==> config.mk <==
export PLATFORM = sky130hd
export DESIGN_NAME = pkt_tx_gen_flat
export DESIGN_NICKNAME = d
export VERILOG_FILES = /design/src/rtl/pkt_tx_gen_if.sv /design/src/rtl/pkt_tx_gen.sv /design/src/flat_wrapper.sv
export SDC_FILE = /design/constraint.sdc
export NUM_CORES = 1
export LEC_CHECK = 0
export ABC_CLOCK_PERIOD_IN_PS = 2650
export BUFFER_PORTS_ARGS = -buffer_cell sky130_fd_sc_hd__buf_4
export CAP_MARGIN = 20
export CORE_ASPECT_RATIO = 0.5
export CORE_UTILIZATION = 24
export CTS_CLUSTER_SIZE = 24
export DETAILED_ROUTE_END_ITERATION = 8
export PLACE_DENSITY = 0.46
export RECOVER_POWER = 50
export SYNTH_ARGS = -nofsm -noshare
export SYNTH_HDL_FRONTEND = slang
export SYNTH_SLANG_ARGS = --single-unit
==> constraint.sdc <==
create_clock -name clk_156m25 -period 2.65 [get_ports clk_156m25]
set_input_delay 0.53 -clock clk_156m25 [delete_from_list [all_inputs] [get_ports clk_156m25]]
set_output_delay 0.53 -clock clk_156m25 [all_outputs]
set_load 0.02 [all_outputs]
==> src/rtl/pkt_tx_gen_if.sv <==
// rtl/pkt_tx_gen_if.sv - transmit word stream between packet generator and MAC FIFO
interface pkt_tx_gen_if;
    logic [63:0] pkt_tx_data;
    logic        pkt_tx_val;
    logic        pkt_tx_sop;
    logic        pkt_tx_eop;
    logic [2:0]  pkt_tx_mod;
    logic        pkt_tx_full;

    modport master (
        output pkt_tx_data,
        output pkt_tx_val,
        output pkt_tx_sop,
        output pkt_tx_eop,
        output pkt_tx_mod,
        input  pkt_tx_full
    );

    modport slave (
        input  pkt_tx_data,
        input  pkt_tx_val,
        input  pkt_tx_sop,
        input  pkt_tx_eop,
        input  pkt_tx_mod,
        output pkt_tx_full
    );
endinterface

==> src/rtl/pkt_tx_gen.sv <==
// rtl/pkt_tx_gen.sv - burst packet generator with counting payload and inter-packet gap
module pkt_tx_gen (
    input  logic         clk_156m25,
    input  logic         reset_156m25_n,
    input  logic         start,
    input  logic [13:0]  cfg_pkt_len,
    input  logic [15:0]  cfg_pkt_count,
    input  logic [7:0]   cfg_gap,
    pkt_tx_gen_if.master tx,
    output logic         busy,
    output logic         done,
    output logic [15:0]  pkts_sent
);

    localparam logic [1:0] ST_IDLE = 2'd0;
    localparam logic [1:0] ST_SEND = 2'd1;
    localparam logic [1:0] ST_GAP  = 2'd2;

    logic [1:0]  state_q, state_d;
    logic [15:0] count_q, count_d;
    logic [7:0]  gap_q, gap_d;
    logic [11:0] nwords_q, nwords_d;
    logic [2:0]  last_mod_q, last_mod_d;
    logic [11:0] word_idx_q, word_idx_d;
    logic [15:0] pkt_idx_q, pkt_idx_d;
    logic [7:0]  gap_cnt_q, gap_cnt_d;
    logic [63:0] data_q, data_d;
    logic        val_q, val_d;
    logic        sop_q, sop_d;
    logic        eop_q, eop_d;
    logic [2:0]  mod_q, mod_d;
    logic        busy_q, busy_d;
    logic        done_q, done_d;
    logic [15:0] pkts_sent_q, pkts_sent_d;

    logic [13:0] eff_len;
    logic [14:0] len_round;
    logic [11:0] cfg_nwords;
    logic        is_last_word;
    logic [7:0]  base_byte;
    logic [7:0]  lane;
    logic [63:0] word_data;

    // Derive per-packet word count from the requested length, minimum one full word
    always_comb begin
        eff_len    = (cfg_pkt_len < 14'd8) ? 14'd8 : cfg_pkt_len;
        len_round  = {1'b0, eff_len} + 15'd7;
        cfg_nwords = len_round[14:3];
    end

    // Build the current payload word: byte k of packet p is p+k, tail lanes of the last word zeroed
    always_comb begin
        is_last_word = (word_idx_q == nwords_q - 12'd1);
        base_byte    = pkt_idx_q[7:0] + {word_idx_q[4:0], 3'b000};
        word_data    = 64'd0;
        lane         = 8'd0;
        for (int j = 0; j < 8; j++) begin
            lane = base_byte + 8'(j);
            if (is_last_word && (last_mod_q != 3'd0) && (3'(j) >= last_mod_q)) begin
                lane = 8'd0;
            end
            word_data[63-8*j -: 8] = lane;
        end
    end

    // Burst sequencing: IDLE latches config, SEND issues words under backpressure, GAP idles
    always_comb begin
        state_d     = state_q;
        count_d     = count_q;
        gap_d       = gap_q;
        nwords_d    = nwords_q;
        last_mod_d  = last_mod_q;
        word_idx_d  = word_idx_q;
        pkt_idx_d   = pkt_idx_q;
        gap_cnt_d   = gap_cnt_q;
        busy_d      = busy_q;
        pkts_sent_d = pkts_sent_q;
        data_d      = 64'd0;
        val_d       = 1'b0;
        sop_d       = 1'b0;
        eop_d       = 1'b0;
        mod_d       = 3'd0;
        done_d      = 1'b0;

        case (state_q)
            ST_IDLE: begin
                if (start) begin
                    count_d     = cfg_pkt_count;
                    gap_d       = cfg_gap;
                    nwords_d    = cfg_nwords;
                    last_mod_d  = eff_len[2:0];
                    word_idx_d  = 12'd0;
                    pkt_idx_d   = 16'd0;
                    pkts_sent_d = 16'd0;
                    busy_d      = 1'b1;
                    state_d     = ST_SEND;
                end
            end
            ST_SEND: begin
                if (pkt_idx_q == count_q) begin
                    // All packets issued (or none requested): finish one cycle after the last eop
                    state_d = ST_IDLE;
                    busy_d  = 1'b0;
                    done_d  = 1'b1;
                end else if (!tx.pkt_tx_full) begin
                    val_d  = 1'b1;
                    sop_d  = (word_idx_q == 12'd0);
                    data_d = word_data;
                    if (is_last_word) begin
                        eop_d       = 1'b1;
                        mod_d       = last_mod_q;
                        pkts_sent_d = pkts_sent_q + 16'd1;
                        pkt_idx_d   = pkt_idx_q + 16'd1;
                        word_idx_d  = 12'd0;
                        // The final packet skips the gap and goes straight to completion
                        if ((pkt_idx_q + 16'd1 != count_q) && (gap_q != 8'd0)) begin
                            state_d   = ST_GAP;
                            gap_cnt_d = gap_q;
                        end
                    end else begin
                        word_idx_d = word_idx_q + 12'd1;
                    end
                end
            end
            ST_GAP: begin
                // Gap counts raw cycles; backpressure is irrelevant here
                gap_cnt_d = gap_cnt_q - 8'd1;
                if (gap_cnt_q == 8'd1) begin
                    state_d = ST_SEND;
                end
            end
            default: begin
                state_d = ST_IDLE;
                busy_d  = 1'b0;
            end
        endcase
    end

    // State and output registers with synchronous active-low reset
    always_ff @(posedge clk_156m25) begin
        if (!reset_156m25_n) begin
            state_q     <= ST_IDLE;
            count_q     <= 16'd0;
            gap_q       <= 8'd0;
            nwords_q    <= 12'd0;
            last_mod_q  <= 3'd0;
            word_idx_q  <= 12'd0;
            pkt_idx_q   <= 16'd0;
            gap_cnt_q   <= 8'd0;
            data_q      <= 64'd0;
            val_q       <= 1'b0;
            sop_q       <= 1'b0;
            eop_q       <= 1'b0;
            mod_q       <= 3'd0;
            busy_q      <= 1'b0;
            done_q      <= 1'b0;
            pkts_sent_q <= 16'd0;
        end else begin
            state_q     <= state_d;
            count_q     <= count_d;
            gap_q       <= gap_d;
            nwords_q    <= nwords_d;
            last_mod_q  <= last_mod_d;
            word_idx_q  <= word_idx_d;
            pkt_idx_q   <= pkt_idx_d;
            gap_cnt_q   <= gap_cnt_d;
            data_q      <= data_d;
            val_q       <= val_d;
            sop_q       <= sop_d;
            eop_q       <= eop_d;
            mod_q       <= mod_d;
            busy_q      <= busy_d;
            done_q      <= done_d;
            pkts_sent_q <= pkts_sent_d;
        end
    end

    assign tx.pkt_tx_data = data_q;
    assign tx.pkt_tx_val  = val_q;
    assign tx.pkt_tx_sop  = sop_q;
    assign tx.pkt_tx_eop  = eop_q;
    assign tx.pkt_tx_mod  = mod_q;
    assign busy           = busy_q;
    assign done           = done_q;
    assign pkts_sent      = pkts_sent_q;

endmodule
==> src/flat_wrapper.sv <==
// flat-port wrapper written by rule: the top's interface ports become plain ports
module pkt_tx_gen_flat 
  (clk_156m25, reset_156m25_n, start, cfg_pkt_len, cfg_pkt_count, cfg_gap, busy, done, pkts_sent, tx_pkt_tx_data, tx_pkt_tx_val, tx_pkt_tx_sop, tx_pkt_tx_eop, tx_pkt_tx_mod, tx_pkt_tx_full);
  pkt_tx_gen_if tx_i ();
  input  logic clk_156m25;
  input  logic reset_156m25_n;
  input  logic start;
  input  logic [13:0] cfg_pkt_len;
  input  logic [15:0] cfg_pkt_count;
  input  logic [7:0] cfg_gap;
  output logic busy;
  output logic done;
  output logic [15:0] pkts_sent;
  output wire logic [$bits(tx_i.pkt_tx_data)-1:0] tx_pkt_tx_data;
  output wire logic [$bits(tx_i.pkt_tx_val)-1:0] tx_pkt_tx_val;
  output wire logic [$bits(tx_i.pkt_tx_sop)-1:0] tx_pkt_tx_sop;
  output wire logic [$bits(tx_i.pkt_tx_eop)-1:0] tx_pkt_tx_eop;
  output wire logic [$bits(tx_i.pkt_tx_mod)-1:0] tx_pkt_tx_mod;
  input wire logic [$bits(tx_i.pkt_tx_full)-1:0] tx_pkt_tx_full;
  assign tx_pkt_tx_data = tx_i.pkt_tx_data;
  assign tx_pkt_tx_val = tx_i.pkt_tx_val;
  assign tx_pkt_tx_sop = tx_i.pkt_tx_sop;
  assign tx_pkt_tx_eop = tx_i.pkt_tx_eop;
  assign tx_pkt_tx_mod = tx_i.pkt_tx_mod;
  assign tx_i.pkt_tx_full = tx_pkt_tx_full;
  pkt_tx_gen u_core (.clk_156m25(clk_156m25), .reset_156m25_n(reset_156m25_n), .start(start), .cfg_pkt_len(cfg_pkt_len), .cfg_pkt_count(cfg_pkt_count), .cfg_gap(cfg_gap), .tx(tx_i), .busy(busy), .done(done), .pkts_sent(pkts_sent));
endmodule
==> results.toml <==
[synthesis]
yosys-top-cells-area = "dfxtp_1 (42%), xor2_1 (7.7%), nor2_1 (6.8%)"
yosysWarnings = 0
synth_nets = 981
synthArstFlopShare = 0
post_synth_and_or_nand_nor_area_fraction = 0.247
yosysMostFrequentCell = "dfxtp_1"
synth_cell_types = 70
synthXorXnorAreaFrac = 0.139
synth.top_cell.area_share = 0.419
synth_top_family_by_area = "simple AND/OR/NAND/NOR gates"
synth-seq-area-share = 0.419
yosys.area.top_type = "dfxtp_1"
synthTopCellsByCount = "dfxtp_1 (165), nor2_1 (142), nand2_1 (98), xor2_1 (69), a21oi_1 (55)"
ys_seq_elements = 165
ys.flop_type = "dfxtp_1"
synth_mux_area_frac = 0.00635
synth_compound_area_frac = 0.111
syn_inst = 919
avgSynthCellArea_um2 = 8.57
synthAdderAreaFrac = 0.0327
synth_edf_count = 0
syn_area_mm2 = 0.00788

[sta]
period_share = 1.02
fin_tns_setup_ns = -0.186
final-max-slew-violation-count = 0
maxSlewHeadroom = 0.509
finClkSkew_ns = 0.0160
worstMarginPinSlew_ns = 0.737
fmax_ghz = 0.370
rsz0062_at_grt = "true"
final-setup-viol-count = 6
hold_violations = 0
timing.final.crit_period_ns = 2.70
worst_slack_ns = -0.0526

[placed_design]
numPortBuffers = 129
placed_area_mm2 = 0.00994
routabilityCongestion = 0.904
place_ws_ns = -0.273
dp.cells = 1530
hpwl_mm = 18.6

[floorplan]
dieArea_mm2 = 0.0336
io_pins = 130
die_w_um = 258
die_h_um = 130
fp.coreArea_mm2 = 0.0320
rows = 46
start_util = 0.246

[setup_path]
r2r-end = "u_core.gap_cnt_q[0]"
path_class = "flip-flop to flip-flop"
r2r_start = "u_core.nwords_q[1]"
critPathSlowestCell = "and3_4"
worstPathMaxFanout = 7
reg2reg_depth = 11
cp-start-kind = "flip-flop"
worstPathBufferInverterCount = 2
crit_cells = 11
cp_top_family = "compound AO/OA/AOI/OAI gates"
arrival_ns = 3.05
cp-end-kind = "flip-flop"
startpoint = "u_core.nwords_q[1]"
crit_path_cell_trace = "inv_2 > ha_4 > o21ba_4 > a221oi_4 > a41oi_2 > nor4_4 > and3_4 > o311ai_4 > clkbuf_16 > and3_1 > o31a_1"
crit_required_ns = 3.00
max_stage_delay_ns = 0.35
reg2reg_slack_ns = -0.05

[clock_tree]
cts_num_sinks = 165
ctsRootBufferMaster = "clkbuf_16"
cts_hold_buf = 0
cts_tree = "yes"
clk_pin_slew_worst_paths_ns = 0.07
clockBufferDepth = 2
cts-buffers-inserted = 17
h-tree-depth = 4
clk_latency_ns = 0.45

[cells_and_area]
stdcell_area_mm2 = 0.0107
fin_cells = 1581
num_antenna_cells = 0
n_fill_cell = 3425
drive_gt1_frac = 0.221
fin_nets = 1198
syn2layout_area_growth_pct = 36.4

[power_and_ir_drop]
p_total_w = 0.00613
seqPwrFrac = 0.425
p_int_w = 0.00445
switching_share = 0.274
power.density_mw_per_mm2 = 571
pwr-share-comb = 0.145
vdd_ir_drop_max_mv = 0.457
p_switching_w = 0.00168
pwr-share-clk = 0.430
power_leakage_nw = 4.15

[min_path]
hold_class = "input port to flip-flop"
hold_end = "u_core.last_mod_q[0]"
hp-start = "cfg_pkt_len[0]"
min_path_cells = 2

[detailed_routing]
drtAntennaViolNets = 0
drc = 0
drt-initial-drc-count = 410
routed_wl_mm = 25.1
firstDrtPassIters = 5
routed-via-count = 7115
avgRoutedWirePerCell_um = 15.9
viasPerCell = 4.50

[grt]
grt_usage = 0.148
grt_overflow = 0
antenna_found_initial = 0
grt_pass1_wl_mm = 38.2
grt_max_degree = 37
grt_pass1_vias = 7009

[job]
cap_violations = 0

[status]
failed_checks = "setup timing"
status = "finished with violations"
==> layout make-up <==
type                    count  area [µm²]  share of cell area
repair buffers            245        1600               0.148
multi-input cells         679        4570               0.425
clock inverters            14         189              0.0176
inverters                  28         105             0.00978
well taps                 432         541              0.0503
flip-flops and latches    165        3320               0.309
clock buffers              18         429              0.0399
==> cell usage in the layout (no fill, tap or decap), drive strengths merged, types with 3 or more instances in the layout <==
| master | instances |
|---|---|
| a211oi | 14 |
| clkbuf | 110 |
| nor2 | 142 |
| xnor2 | 53 |
| or3 | 9 |
| or4 | 9 |
| nor2b | 12 |
| a21o | 5 |
| mux2i | 5 |
| and4 | 5 |
| dfxtp | 165 |
| o31ai | 5 |
| nor3 | 11 |
| nand2 | 98 |
| nor4 | 13 |
| inv | 33 |
| a31oi | 11 |
| and2 | 7 |
| nand3 | 23 |
| ha | 19 |
| nand3b | 6 |
| clkinv | 4 |
| a21oi | 55 |
| o21ai | 17 |
| buf | 153 |
| and3 | 18 |
| bufinv | 3 |
| nand4 | 16 |
| nand2b | 8 |
| nand4b | 7 |
| or4b | 4 |
| o31a | 5 |
| xor2 | 69 |
| or2 | 3 |
==> kinds of logic after synthesis <==
logic type,after synthesis
AO/OA/AOI/OAI,132
XOR/XNOR,123
adder cells (fa/ha/maj),20
buffers and inverters,76
flip-flops,165
multiplexers,5
AND/OR/NAND/NOR,398
==> power groups by stage <==
stage / Clock [W] / Sequential (W) / Combinational [W]
after global placement: 0 / 0.00266 / 0.000789
after global routing: 0.00281 / 0.00261 / 0.000974
after CTS: 0.00271 / 0.00261 / 0.000816
final: 0.00264 / 0.00261 / 0.000886
after floorplan: 0 / 0.00267 / 0.000426
after detailed placement: 0 / 0.00266 / 0.000794
==> sequential cells by signal (all words and copies together) (netlist names) <==
register	flops
u_core.busy	1
u_core.gap_q	8
u_core.word_idx_q	12
u_core.pkt_idx_q	16
u_core.state_q	2
u_core.tx.pkt_tx_val	1
u_core.tx.pkt_tx_mod	3
u_core.pkts_sent	16
u_core.last_mod_q	3
u_core.tx.pkt_tx_data	64
u_core.tx.pkt_tx_sop	1
u_core.tx.pkt_tx_eop	1
u_core.nwords_q	12
u_core.done	1
u_core.gap_cnt_q	8
u_core.count_q	16
==> what timing repair did <==
item / CTS / global route
setup endpoints to repair: 89 / 85
gates cloned: 0 / 4
buffers inserted: 1 / 14
pin swaps: 8 / 39
gates resized for setup: 17 / 66
==> through the flow <==
stage	hold WS [ns]	utilization
finish	0.319	0.336
global route	0.308	0.336
CTS	0.291	0.332
detailed placement	0.465	0.311
global placement	0.467	0.311
floorplan	0.444	-
==> worst max path at each step <==
stage                                      endpoint  slack [ns]
after detailed placement        u_core.pkts_sent[7]       -0.27
after CTS                 u_core.tx.pkt_tx_data[21]       0.002
after global placement          u_core.pkts_sent[5]       -0.15
after global routing            u_core.gap_cnt_q[1]       -0.16
final                           u_core.gap_cnt_q[0]       -0.05
after floorplan                 u_core.gap_cnt_q[0]     -0.0004
==> per-layer routing <==
| layer | part of all wire | global-route usage |
|---|---|---|
| met1 | 0.47 | 0.191 |
| met2 | 0.48 | 0.247 |
| met3 | 0.041 | 0.0315 |
| met4 | 0.014 | 0.0491 |
| met5 | 0 | 0 |
Note: power is estimated with default switching activity, not from simulation.
